`src/rtl/mcu51_seq_pkg.sv`:
```
// Shared constants and decode helpers for the MCU51 machine-cycle sequencer.
// Used by mcu51_seq_timebase and mcu51_cycle_seq.
package mcu51_seq_pkg;

    typedef enum logic [2:0] {
        S1 = 3'd1,
        S2 = 3'd2,
        S3 = 3'd3,
        S4 = 3'd4,
        S5 = 3'd5,
        S6 = 3'd6
    } seq_state_e;

    typedef enum logic [1:0] {
        SEQ_HALT = 2'd0,
        SEQ_RUN  = 2'd1,
        SEQ_STEP = 2'd2
    } seq_mode_e;

    localparam logic P1 = 1'b0;
    localparam logic P2 = 1'b1;

    localparam logic [3:0] T_SLOTA_BEG = 4'd2;
    localparam logic [3:0] T_SLOTA_END = 4'd5;
    localparam logic [3:0] T_SLOTB_BEG = 4'd8;
    localparam logic [3:0] T_SLOTB_END = 4'd11;
    localparam logic [3:0] T_DECODE    = 4'd6;

    // Machine cycles requested by decode: 00=1, 01=2, 1x=4.
    function automatic logic [2:0] ncycles_decode(input logic [1:0] nc);
        logic [2:0] cnt;
        case (nc)
            2'b00:   cnt = 3'd1;
            2'b01:   cnt = 3'd2;
            default: cnt = 3'd4;
        endcase
        return cnt;
    endfunction

    // Instruction length in bytes; a zero code is a 1-byte instruction.
    function automatic logic [1:0] nbytes_decode(input logic [1:0] nb);
        return (nb == 2'b00) ? 2'd1 : nb;
    endfunction

    // Cycles needed just to fetch len bytes at two fetch slots per cycle.
    function automatic logic [2:0] fetch_cycles(input logic [1:0] len);
        return (len == 2'd3) ? 3'd2 : 3'd1;
    endfunction

endpackage

```
`src/rtl/mcu51_seq_timebase.sv`:
```
// State/phase counter (S1P1..S6P2) for one machine cycle, frozen while held.
// o_wrap pulses on S6P2 so the caller can advance its machine-cycle count.
module mcu51_seq_timebase
    import mcu51_seq_pkg::*;
(
    input  logic       clk,
    input  logic       reset,
    input  logic       i_hold,
    output logic [2:0] o_state,
    output logic       o_phase,
    output logic [3:0] o_t,
    output logic       o_wrap
);

    seq_state_e r_state;
    logic       r_phase;
    seq_state_e w_state_nxt;
    logic       w_phase_nxt;
    logic [2:0] w_state_l;
    logic [2:0] w_state_m1;

    always_ff @(posedge clk) begin
        if (!reset) begin
            r_state <= S1;
            r_phase <= P1;
        end else begin
            r_state <= w_state_nxt;
            r_phase <= w_phase_nxt;
        end
    end

    always_comb begin
        w_state_nxt = r_state;
        w_phase_nxt = r_phase;
        if (!i_hold) begin
            if (r_phase == P1) begin
                w_phase_nxt = P2;
            end else begin
                w_phase_nxt = P1;
                case (r_state)
                    S1:      w_state_nxt = S2;
                    S2:      w_state_nxt = S3;
                    S3:      w_state_nxt = S4;
                    S4:      w_state_nxt = S5;
                    S5:      w_state_nxt = S6;
                    S6:      w_state_nxt = S1;
                    default: w_state_nxt = S1;
                endcase
            end
        end
    end

    // Slot index t = (state-1)*2 + phase is just {state-1, phase}.
    assign w_state_l  = r_state;
    assign w_state_m1 = w_state_l - 3'd1;
    assign o_state    = w_state_l;
    assign o_phase    = r_phase;
    assign o_t        = {w_state_m1, r_phase};
    assign o_wrap     = !i_hold && (r_state == S6) && (r_phase == P2);

endmodule

```
`src/rtl/mcu51_cycle_seq.sv`:
```
// MCU51 machine-cycle timing generator and fetch sequencer (12 clk per cycle).
// Optional single-step input is enabled by defining MCU51_SEQ_STEP_EN.
module mcu51_cycle_seq
    import mcu51_seq_pkg::*;
#(
    parameter int MAXCYC_W = 2
) (
    input  logic                clk,
    input  logic                reset,
    input  logic                run,
    input  logic                ea,
    input  logic [1:0]          ncycles,
    input  logic [1:0]          nbytes,
`ifdef MCU51_SEQ_STEP_EN
    input  logic                step,
`endif
    output logic [2:0]          state,
    output logic                phase,
    output logic [MAXCYC_W-1:0] mcycle,
    output logic                ALE,
    output logic                PSEN,
    output logic                code_cs,
    output logic                pc_en,
    output logic                ir_en,
    output logic [1:0]          opnd_en,
    output logic                exec_en,
    output logic                instr_done,
    output logic                halted
);

    seq_mode_e           r_mode;
    seq_mode_e           w_mode_nxt;
    logic [MAXCYC_W-1:0] r_mcycle;
    logic [1:0]          r_byte_idx;
    logic [1:0]          r_len;
    logic [MAXCYC_W-1:0] r_last_mc;

    logic                w_step;
    logic                w_active;
    logic [3:0]          w_t;
    logic                w_wrap;
    logic [1:0]          w_len;
    logic                w_slot;
    logic                w_slot_end;
    logic                w_fetch;
    logic                w_pc;
    logic                w_end;
    logic                w_latch;
    logic                w_ale;
    logic [2:0]          w_eff_cyc;
    logic [2:0]          w_dec_cyc;
    logic [2:0]          w_len_cyc;

`ifdef MCU51_SEQ_STEP_EN
    assign w_step = step;
`else
    assign w_step = 1'b0;
`endif

    assign w_active = (r_mode != SEQ_HALT);

    mcu51_seq_timebase u_timebase (
        .clk     (clk),
        .reset   (reset),
        .i_hold  (!w_active),
        .o_state (state),
        .o_phase (phase),
        .o_t     (w_t),
        .o_wrap  (w_wrap)
    );

    // Until decode is latched, assume a second byte exists; only byte 0 is
    // actually reachable before then, so this never over-fetches.
    assign w_len = ((r_mcycle == '0) && (w_t <= T_DECODE)) ? 2'd2 : r_len;

    assign w_dec_cyc = ncycles_decode(ncycles);
    assign w_len_cyc = fetch_cycles(nbytes_decode(nbytes));
    assign w_eff_cyc = (w_dec_cyc > w_len_cyc) ? w_dec_cyc : w_len_cyc;

    always_comb begin
        w_mode_nxt = r_mode;
        w_slot     = 1'b0;
        w_slot_end = 1'b0;
        w_fetch    = 1'b0;
        w_pc       = 1'b0;
        w_end      = 1'b0;
        w_latch    = 1'b0;
        w_ale      = 1'b0;

        if (w_active) begin
            w_slot     = ((w_t >= T_SLOTA_BEG) && (w_t <= T_SLOTA_END)) ||
                         ((w_t >= T_SLOTB_BEG) && (w_t <= T_SLOTB_END));
            w_slot_end = (w_t == T_SLOTA_END) || (w_t == T_SLOTB_END);
            w_fetch    = w_slot && (r_byte_idx < w_len);
            w_pc       = w_fetch && w_slot_end;
            w_end      = (w_t == T_SLOTB_END) && (r_mcycle == r_last_mc);
            w_latch    = (r_mcycle == '0) && (w_t == T_DECODE);
            w_ale      = (w_t == 4'd1) || (w_t == 4'd2) ||
                         (w_t == 4'd7) || (w_t == 4'd8);
        end

        case (r_mode)
            SEQ_HALT: begin
                if (run)
                    w_mode_nxt = SEQ_RUN;
                else if (w_step)
                    w_mode_nxt = SEQ_STEP;
            end
            SEQ_RUN: begin
                if (w_end)
                    w_mode_nxt = run ? SEQ_RUN : SEQ_HALT;
            end
            SEQ_STEP: begin
                if (w_end)
                    w_mode_nxt = SEQ_HALT;
            end
            default: w_mode_nxt = SEQ_HALT;
        endcase
    end

    always_ff @(posedge clk) begin
        if (!reset) begin
            r_mode     <= SEQ_HALT;
            r_mcycle   <= '0;
            r_byte_idx <= 2'd0;
        end else begin
            r_mode <= w_mode_nxt;
            if (w_end) begin
                r_mcycle   <= '0;
                r_byte_idx <= 2'd0;
            end else begin
                if (w_wrap)
                    r_mcycle <= r_mcycle + 1'b1;
                if (w_pc)
                    r_byte_idx <= r_byte_idx + 2'd1;
            end
        end
    end

    // Decode results are captured once per instruction, after IR is valid.
    always_ff @(posedge clk) begin
        if (w_latch) begin
            r_len     <= nbytes_decode(nbytes);
            r_last_mc <= MAXCYC_W'(w_eff_cyc - 3'd1);
        end
    end

    assign mcycle     = r_mcycle;
    assign halted     = !w_active;
    assign ALE        = w_ale;
    assign code_cs    = w_fetch;
    assign PSEN       = !(w_fetch && !ea);
    assign pc_en      = w_pc;
    assign ir_en      = w_pc && (r_byte_idx == 2'd0);
    assign opnd_en[0] = w_pc && (r_byte_idx == 2'd1);
    assign opnd_en[1] = w_pc && (r_byte_idx == 2'd2);
    assign exec_en    = w_end;
    assign instr_done = w_end;

endmodule

```
`config.mk`:
```
export PLATFORM = sky130hd
export DESIGN_NAME = mcu51_cycle_seq
export DESIGN_NICKNAME = d
export VERILOG_FILES = /design/src/rtl/mcu51_seq_pkg.sv /design/src/rtl/mcu51_seq_timebase.sv /design/src/rtl/mcu51_cycle_seq.sv
export SDC_FILE = /design/constraint.sdc
export NUM_CORES = 1
export LEC_CHECK = 0
export ABC_AREA = 1
export BUFFER_PORTS_ARGS = -buffer_cell sky130_fd_sc_hd__buf_2
export CAP_MARGIN = 25
export CELL_PAD_IN_SITES_DETAIL_PLACEMENT = 1
export CELL_PAD_IN_SITES_GLOBAL_PLACEMENT = 2
export CORE_MARGIN = 2
export CORE_UTILIZATION = 26
export CTS_CLUSTER_SIZE = 40
export DETAILED_ROUTE_END_ITERATION = 12
export PLACE_DENSITY_LB_ADDON = 0.15
export SYNTH_ARGS = -nofsm -noshare
export SYNTH_HDL_FRONTEND = slang
export SYNTH_SLANG_ARGS = --single-unit
```
`constraint.sdc`:
```
create_clock -name clk -period 2.1 [get_ports clk]
set_clock_uncertainty 0.05 [all_clocks]
set_input_delay 0.105 -clock clk [delete_from_list [all_inputs] [get_ports clk]]
set_output_delay 0.105 -clock clk [all_outputs]
set_load 0.005 [all_outputs]
```
==> impl_metrics.tcl, run 1 <==
set metrics [dict create \
    cp-endpoint "PSEN" \
    ys_seq_area_frac 0.314 \
    setup_viol_count_final 5 \
    antenna_cells 0 \
    path_class "flip-flop to output pin" \
    synth_top_cell_by_area "dfxtp_1" \
    rows 22 \
    timing.hold.worst_path_depth 1 \
    grt_pass1_wl_um 4510 \
    cts_buffer_depth 2 \
    cp_cell_sequence "inv_4, ha_4, ha_4, nor2_4, a21oi_2, ha_2, nor2_1, nand2_1, nor2_4, nand2_2, or2_1, buf_2" \
    initial_core_util 0.265 \
    io_buffers 23 \
    syn_inst 129 \
    cp_max_fo 3 \
    synth_top_cell_area_share 0.188 \
    grt-ovfl-total 0 \
    cp_slowest_cell "dfxtp_4" \
    cts_buffers 3 \
    cts_tree "done" \
    syn_area_um2 957 \
    final_nets 187 \
    hold_class "primary input to flip-flop" \
    die_x_um 64.7 \
    critPathLaunchType "flip-flop" \
    synth_area_leaders "dfxtp_1, ha_1, edfxtp_1" \
    fin_crit_ns 2.19 \
    crit_buf_inv 2 \
    antenna_found_initial 0 \
    ant_nets 0 \
    reg2reg_setup_slack_ns 0.12 \
    num_vias 937 \
    relSlewSlack 0.815 \
    reg2reg_to "r_byte_idx[1]" \
    hold_slack_ns 0.0169 \
    synth-seq-cells 13 \
    syn_to_final_growth_pct 39.5 \
    violations "setup timing" \
    final_hold_viol_count 0 \
    hold_buffers 0 \
    cts_root_buf "clkbuf_8" \
    grt_max_degree 10 \
    reg2regPathDepth 13 \
    htree_levels 1 \
    grt_usage 0.138 \
    dp_hpwl_um 1980 \
    peakVddDrop_v 0.000266 \
    avgRoutedWirePerCell_um 11.6 \
    insertion_delay_ns 0.24 \
    place_congestion 0.757 \
    status "finished, violations left" \
    fillerInstances 465 \
    dieHeight_um 64.7 \
    slew_violations 0 \
    first_global_vias 1041 \
    ioPinCount 24 \
    layout_setup_ws_ns -0.0915 \
    drive_gt1_frac 0.410 \
    fmax_mhz 456 \
    cp.arrival_ns 2.04 \
    via_per_inst 4.38 \
    wl_um 2490 \
    critical_path.startpoint "u_timebase.o_state[0]" \
    tightestPinTransition_ns 0.276 \
    dieArea_mm2 0.00418 \
    core_mm2 0.00361 \
    fin_crit_sh 1.04 \
    drt_iter0_markers 36 \
    power_density_mw_per_mm2 456 \
    synth_nets 149 \
    postPlaceCellArea_mm2 0.00119 \
    drv_cap 0 \
    clock_sinks 13 \
    synth_cell_type_count 27 \
    power.leakage_uw 0.000631 \
    cts.clk_slew.worst_paths_ns 0.05 \
    cpPeakStageDelay_ns 0.36 \
    finalSetupTns_ns -0.245 \
    end_kind "output pin" \
    cp_top_family "simple AND/OR/NAND/NOR gates" \
    syn_avg_cell_area_um2 7.42 \
    dr.pass1.iters 4 \
    rr_startpoint "u_timebase.o_state[0]" \
    drc 0 \
    path_depth 12 \
    worstPathRequired_ns 1.95 \
    rsz0062_at_grt "yes" \
    fin_area_mm2 0.00134 \
    yosysWarnings 0 \
]
## per-stage QoR
| step | std cells | setup slack (ns) | total power [uW] | util |
|---|---|---|---|---|
| 6_report | 214 | -0.0915 | 608 | 0.370 |
| 5_1_grt | 214 | -0.207 | 646 | 0.370 |
| 3_5_place_dp | 205 | -0.0270 | 381 | 0.331 |
| 4_1_cts | 213 | -0.0597 | 618 | 0.363 |
| 2_1_floorplan | 129 | 0.0522 | 339 | - |
| 3_3_place_gp | 205 | 0.00892 | 378 | 0.331 |
## how the worst min path moves through the flow
stage / startpoint / endpoint / slack (ns)
5_1_grt: nbytes[1] / r_len[1] / 0.02
4_1_cts: nbytes[1] / r_len[1] / 0.01
2_1_floorplan: run / r_mode[0] / 0.17
6_report: nbytes[1] / r_len[1] / 0.02
3_3_place_gp: nbytes[1] / r_len[1] / 0.26
3_5_place_dp: nbytes[1] / r_len[1] / 0.26
## power breakdown
part / switching, uW / leakage [uW] / internal, uW
registers: 6.39 / 0.000109 / 265
logic: 65.2 / 0.000498 / 51.9
clock network: 86.2 / 0.0000228 / 134
total: 158 / 0.000631 / 451
## state kept, by name, indices dropped and copies added, names as in the netlist
signal              count
r_mode                  1
r_last_mc               2
r_byte_idx              2
r_len                   2
mcycle                  2
u_timebase.o_state      3
u_timebase.o_phase      1
## area by class of cell
class,instances,area (um2),area share
sequential,13,305,0.229
inverter,25,96.3,0.0722
timing repair buffer,35,215,0.161
multi-input combinational,89,613,0.459
clock buffer,4,45.0,0.0337
tap,48,60.1,0.0450
## synth_stat cells
cell       n
nand4_1    2
xor2_1     2
nor2_4     1
a211oi_1   1
o22ai_1    1
inv_1     23
buf_4      1
o211ai_1   1
or2_2      2
xnor2_1    1
nor3_1     2
nand2_2    4
or2_1      1
inv_2      2
nand3_1    6
clkbuf_1   1
o21ai_2    1
nor2_1    19
nand2_1   16
nor2_2     3
a21oi_1   10
o21ai_0    2
edfxtp_1   4
nand3_4    1
nor3_2     1
ha_1      12
dfxtp_1    9
## cells by family after synthesis
| group | after synthesis | share of synthesized area |
|---|---|---|
| AOI/OAI and AO/OA | 16 | 0.0941 |
| and+or+nand+nor | 58 | 0.298 |
| DFF | 13 | 0.314 |
| adders and majority gates | 12 | 0.157 |
| buffers and inverters | 27 | 0.110 |
| xor gates and xnor gates | 3 | 0.0275 |
## placed cells by master (no fill, tap or decap), types with 2 or more instances in the layout
cell      instances
buf_2            22
inv_1            20
nand2_1          15
nor2_1           14
buf_4            11
a21oi_1           9
ha_1              9
dfxtp_1           7
nor2_2            6
nand3_1           6
inv_2             4
nand2_2           4
edfxtp_1          4
nor2_4            3
clkbuf_8          3
or2_2             2
o21ai_0           2
xor2_1            2
nand4_1           2
nor3_1            2
ha_4              2
buf_6             2
## per-layer routing
| layer | track usage | share of wire | vias up |
|---|---|---|---|
| met1 | 0.154 | 0.43 | 433 |
| met5 | 0 | 0 | - |
| met3 | 0.0278 | 0.037 | 5 |
| met4 | 0.0612 | 0.017 | 0 |
| li1 | - | - | 482 |
| met2 | 0.253 | 0.51 | 17 |
## timing repair
item / 4_1_cts / 5_1_grt
setup endpoints to repair: 6 / 7
resized for setup: 12 / 7
pin swaps: 8 / 2
setup buffers: 4 / 1
Note: power is estimated with default switching activity, not from simulation.
==> run 2: changes to the inputs <==
CORE_MARGIN = default   (was 2)
==> impl_metrics.tcl, run 2 (same netlist as run 1, synthesis figures left out) <==
set metrics [dict create \
    clock_sinks 13 \
    reg2regPathDepth 14 \
    cts_tree "done" \
    dieArea_mm2 0.00393 \
    htree_levels 1 \
    final_nets 189 \
    drv_cap 0 \
    power_uw 620 \
    cpPeakStageDelay_ns 0.36 \
    rows 21 \
    cp_top_family "simple AND/OR/NAND/NOR gates" \
    critPathLaunchType "flip-flop" \
    layout_setup_ws_ns -0.113 \
    power.leakage_uw 0.000638 \
    peakVddDrop_v 0.000251 \
    rr_startpoint "u_timebase.o_state[0]" \
    fin_crit_sh 1.05 \
    path_class "flip-flop to output pin" \
    largest_reg_flops 3 \
    core_mm2 0.00344 \
    slew_violations 0 \
    cp_slowest_cell "dfxtp_4" \
    drt_iter0_markers 50 \
    worstPathRequired_ns 1.95 \
    antenna_found_initial 0 \
    reg2reg_to "r_byte_idx[0]" \
    reg2reg_setup_slack_ns -0.03 \
    cts_buffers 3 \
    grt_pass1_wl_um 4280 \
    drive_gt1_frac 0.411 \
    dr.pass1.iters 4 \
    wl_um 2480 \
    cts_buffer_depth 2 \
    ant_nets 0 \
    drc 0 \
    path_depth 12 \
    final_hold_viol_count 0 \
    setup_viol_count_final 6 \
    syn_to_final_growth_pct 39.3 \
    grt_usage 0.143 \
    cp_cell_sequence "inv_4, ha_4, ha_4, nor2_4, a21oi_2, ha_2, nor2_1, nand2_1, nor2_4, nand2_2, or2_1, buf_2" \
    violations "setup timing" \
    avgRoutedWirePerCell_um 11.6 \
    cp_max_fo 3 \
    initial_core_util 0.278 \
    dp_cells 204 \
    tightestPinTransition_ns 0.287 \
    cp-endpoint "PSEN" \
    antenna_cells 0 \
    relSlewSlack 0.808 \
    finalSetupTns_ns -0.339 \
    power_density_mw_per_mm2 465 \
    grt-ovfl-total 0 \
    via_per_inst 4.36 \
    hold_slack_ns 0.0173 \
    mostFrequentLayoutCells "buf_2, inv_1, nor2_1" \
    crit_buf_inv 2 \
    fin_crit_ns 2.21 \
    io_buffers 23 \
    cts.clk_slew.worst_paths_ns 0.06 \
    post_layout_nonfiller_instances 214 \
    hold_class "primary input to flip-flop" \
    status "finished, violations left" \
    num_vias 934 \
    dp_hpwl_um 1960 \
    fmax_mhz 452 \
    final_common_cell "buf_2" \
    rsz0062_at_grt "yes" \
    end_kind "output pin" \
    die_x_um 62.7 \
    first_global_vias 924 \
    grt_max_degree 10 \
    place_congestion 0.803 \
    dieHeight_um 62.7 \
    insertion_delay_ns 0.25 \
    ioPinCount 24 \
    cp.arrival_ns 2.06 \
    critical_path.startpoint "u_timebase.o_state[0]" \
    cts_root_buf "clkbuf_8" \
]
-- run 2: worst min-delay path by stage --
| stage | startpoint | end | slack, ns | cells past startpoint |
|---|---|---|---|---|
| final | nbytes[1] | r_len[1] | 0.02 | 1 |
| after CTS | nbytes[1] | r_len[1] | 0.006 | 1 |
| after floorplan | run | r_mode[0] | 0.17 | 2 |
| after detailed placement | nbytes[1] | r_len[1] | 0.26 | 1 |
| after global routing | nbytes[1] | r_len[1] | 0.01 | 1 |
| after global placement | nbytes[1] | r_len[1] | 0.26 | 1 |
-- run 2: cell type report --
class	instances	area [um2]
multi-input combinational	89	603
inverter	25	96.3
timing repair buffer	37	226
clock buffer	4	45.0
tap	46	57.6
fill	446	2110
sequential	13	305
-- run 2: per-stage QoR --
step / utilization / cell area (um2) / worst slack (ns)
floorplan: - / 978 / 0.0522
global placement: 0.349 / 1200 / 0.0126
detailed placement: 0.349 / 1200 / -0.0476
CTS: 0.377 / 1300 / -0.116
global route: 0.387 / 1330 / -0.200
finish: 0.387 / 1330 / -0.113
-- run 2: repair_timing --
item                                    in CTS  in global routing
setup buffers                                3                  3
hold buffers                                 0                  0
gates cloned                                 0                  0
resized for setup                           10                  6
pin swaps                                    9                  5
endpoints found under the setup margin       6                  7
-- run 2: power breakdown --
part	internal, uW	switching [uW]
Clock	134	93.1
Combinational	55.4	66.9
Sequential	265	5.92
Total	454	166
-- run 2: per-layer routing --
metal,GRT usage,part of all wire,up-vias
li1,-,-,486
met1,0.167,0.46,423
met2,0.231,0.48,21
met3,0.0274,0.035,4
met4,0.108,0.028,0
met5,0,0,-
-- run 2: worst register-to-register path, delay by kind of cell (launching register included) --
kind	cells	cell delay (ns)
buf+inv	4	0.35
simple gates	5	0.57
fa+ha+maj	3	0.54
compound gates	2	0.20
flops	1	0.36
==> run 3: changes to the inputs <==
clock period = 2.02 ns   (was 2.1 ns; I/O delays follow)
==> impl_metrics.tcl, run 3 (same netlist as run 1, synthesis figures left out) <==
set metrics [dict create \
    status "finished, violations left" \
    violations "setup timing" \
    p_clk_frac 0.364 \
    fin_crit_ns 2.17 \
    hold_slack_ns 0.0114 \
    ioPinCount 24 \
    hold_class "primary input to flip-flop" \
    rows 21 \
    grt-ovfl-total 0 \
    syn_to_final_growth_pct 42.2 \
    switchingPower_uw 171 \
    critPathLaunchType "flip-flop" \
    dp_cells 205 \
    end_kind "output pin" \
    cts_tree "done" \
    wl_um 2470 \
    fin_crit_sh 1.08 \
    drt_iter0_markers 33 \
    antenna_cells 0 \
    final_common_cell "buf_2" \
    final_nets 192 \
    fin_area_mm2 0.00136 \
    dr.pass1.iters 2 \
    relSlewSlack 0.803 \
    drc 0 \
    worstPathRequired_ns 1.87 \
    cp.arrival_ns 2.02 \
    grt_pass1_wl_um 4200 \
    power_density_mw_per_mm2 474 \
    avgRoutedWirePerCell_um 11.4 \
    fmax_mhz 460 \
    peakVddDrop_v 0.000222 \
    die_x_um 62.7 \
    sequentialPowerShare 0.436 \
    combPwrFrac 0.200 \
    dp_hpwl_um 2080 \
    dieArea_mm2 0.00393 \
    rsz0062_at_grt "yes" \
    cts_buffers 3 \
    layout_setup_ws_ns -0.153 \
    grt_usage 0.135 \
    cts_root_buf "clkbuf_8" \
    first_global_vias 948 \
    initial_core_util 0.278 \
    setup_viol_count_final 5 \
    place_congestion 0.774 \
    path_class "flip-flop to output pin" \
    cts_buffer_depth 2 \
    via_per_inst 4.37 \
    ant_nets 0 \
    antenna_found_initial 0 \
    power.leakage_uw 0.000651 \
    power.internal_uw 474 \
    dieHeight_um 62.7 \
    clock_sinks 13 \
    cts.clk_slew.worst_paths_ns 0.06 \
    cp_max_fo 3 \
    num_vias 949 \
    drv_cap 0 \
    reg2reg_setup_slack_ns 0.07 \
    postPlaceCellArea_mm2 0.00121 \
    mostFrequentLayoutCells "buf_2, inv_1, buf_4" \
    tightestPinTransition_ns 0.294 \
    post_layout_nonfiller_instances 217 \
    fillerInstances 432 \
    switching_share 0.265 \
    slew_violations 0 \
    grt_max_degree 10 \
    dp_slack_ns -0.105 \
    htree_levels 1 \
    insertion_delay_ns 0.24 \
    drive_gt1_frac 0.444 \
    io_buffers 23 \
    final_hold_viol_count 0 \
    core_mm2 0.00344 \
    largest_reg_flops 3 \
]
## run 3: repair_timing
action	CTS	global route
endpoints found under the setup margin	9	10
hold buffers	0	0
buffers inserted	4	4
resized for setup	10	8
pin swaps	7	4
## run 3: path summary, 6_finish.rpt
check / startpoint / endpoint / cells past startpoint
setup / recovery: u_timebase.o_state[1] / PSEN / 10
hold reg to reg: r_byte_idx[0] / r_byte_idx[0] / 2
setup reg to reg: u_timebase.o_state[1] / r_byte_idx[1] / 11
hold / removal: run / r_mode[0] / 3
## run 3: layout make-up
type                            count  area [um2]  area share
Tap cell                           46        57.6      0.0423
Sequential cell                    13         307       0.225
Inverter                           25        93.8      0.0689
Multi-Input combinational cell     89         616       0.452
Timing Repair Buffer               40         243       0.178
Clock buffer                        4        45.0      0.0331
## run 3: worst max-delay path, stage by stage, from the launching register on
cell and delay, ns:
dfxtp_2 0.34, inv_2 0.05, ha_4 0.17, ha_4 0.28, nor2_4 0.03, a21oi_2 0.13, ha_2 0.28, nand2_2 0.12
nand2_2 0.06, or2_1 0.20, buf_2 0.12
## run 3: per-layer routing
layer  up-vias  wire (um)  track usage
li1        492          -            -
met1       433       1110        0.154
met2        18       1230        0.242
met3         6         83       0.0201
met4         0         48       0.0698
met5         -          0            0
## run 3: power by group through the flow
stage               clock network, uW  logic (uW)  registers [uW]
finish                            234         129             281
global route                      253         145             282
CTS                               243         123             281
detailed placement                  0         112             286
global placement                    0         109             285
floorplan                           0        64.9             288
## run 3: stage by stage
stage	TNS (ns)	util	power (uW)
after detailed placement	-0.218	0.351	398
after global placement	-0.0419	0.351	394
after floorplan	0	-	352
after CTS	-0.547	0.381	647
final	-0.430	0.395	645
after global routing	-0.960	0.395	679
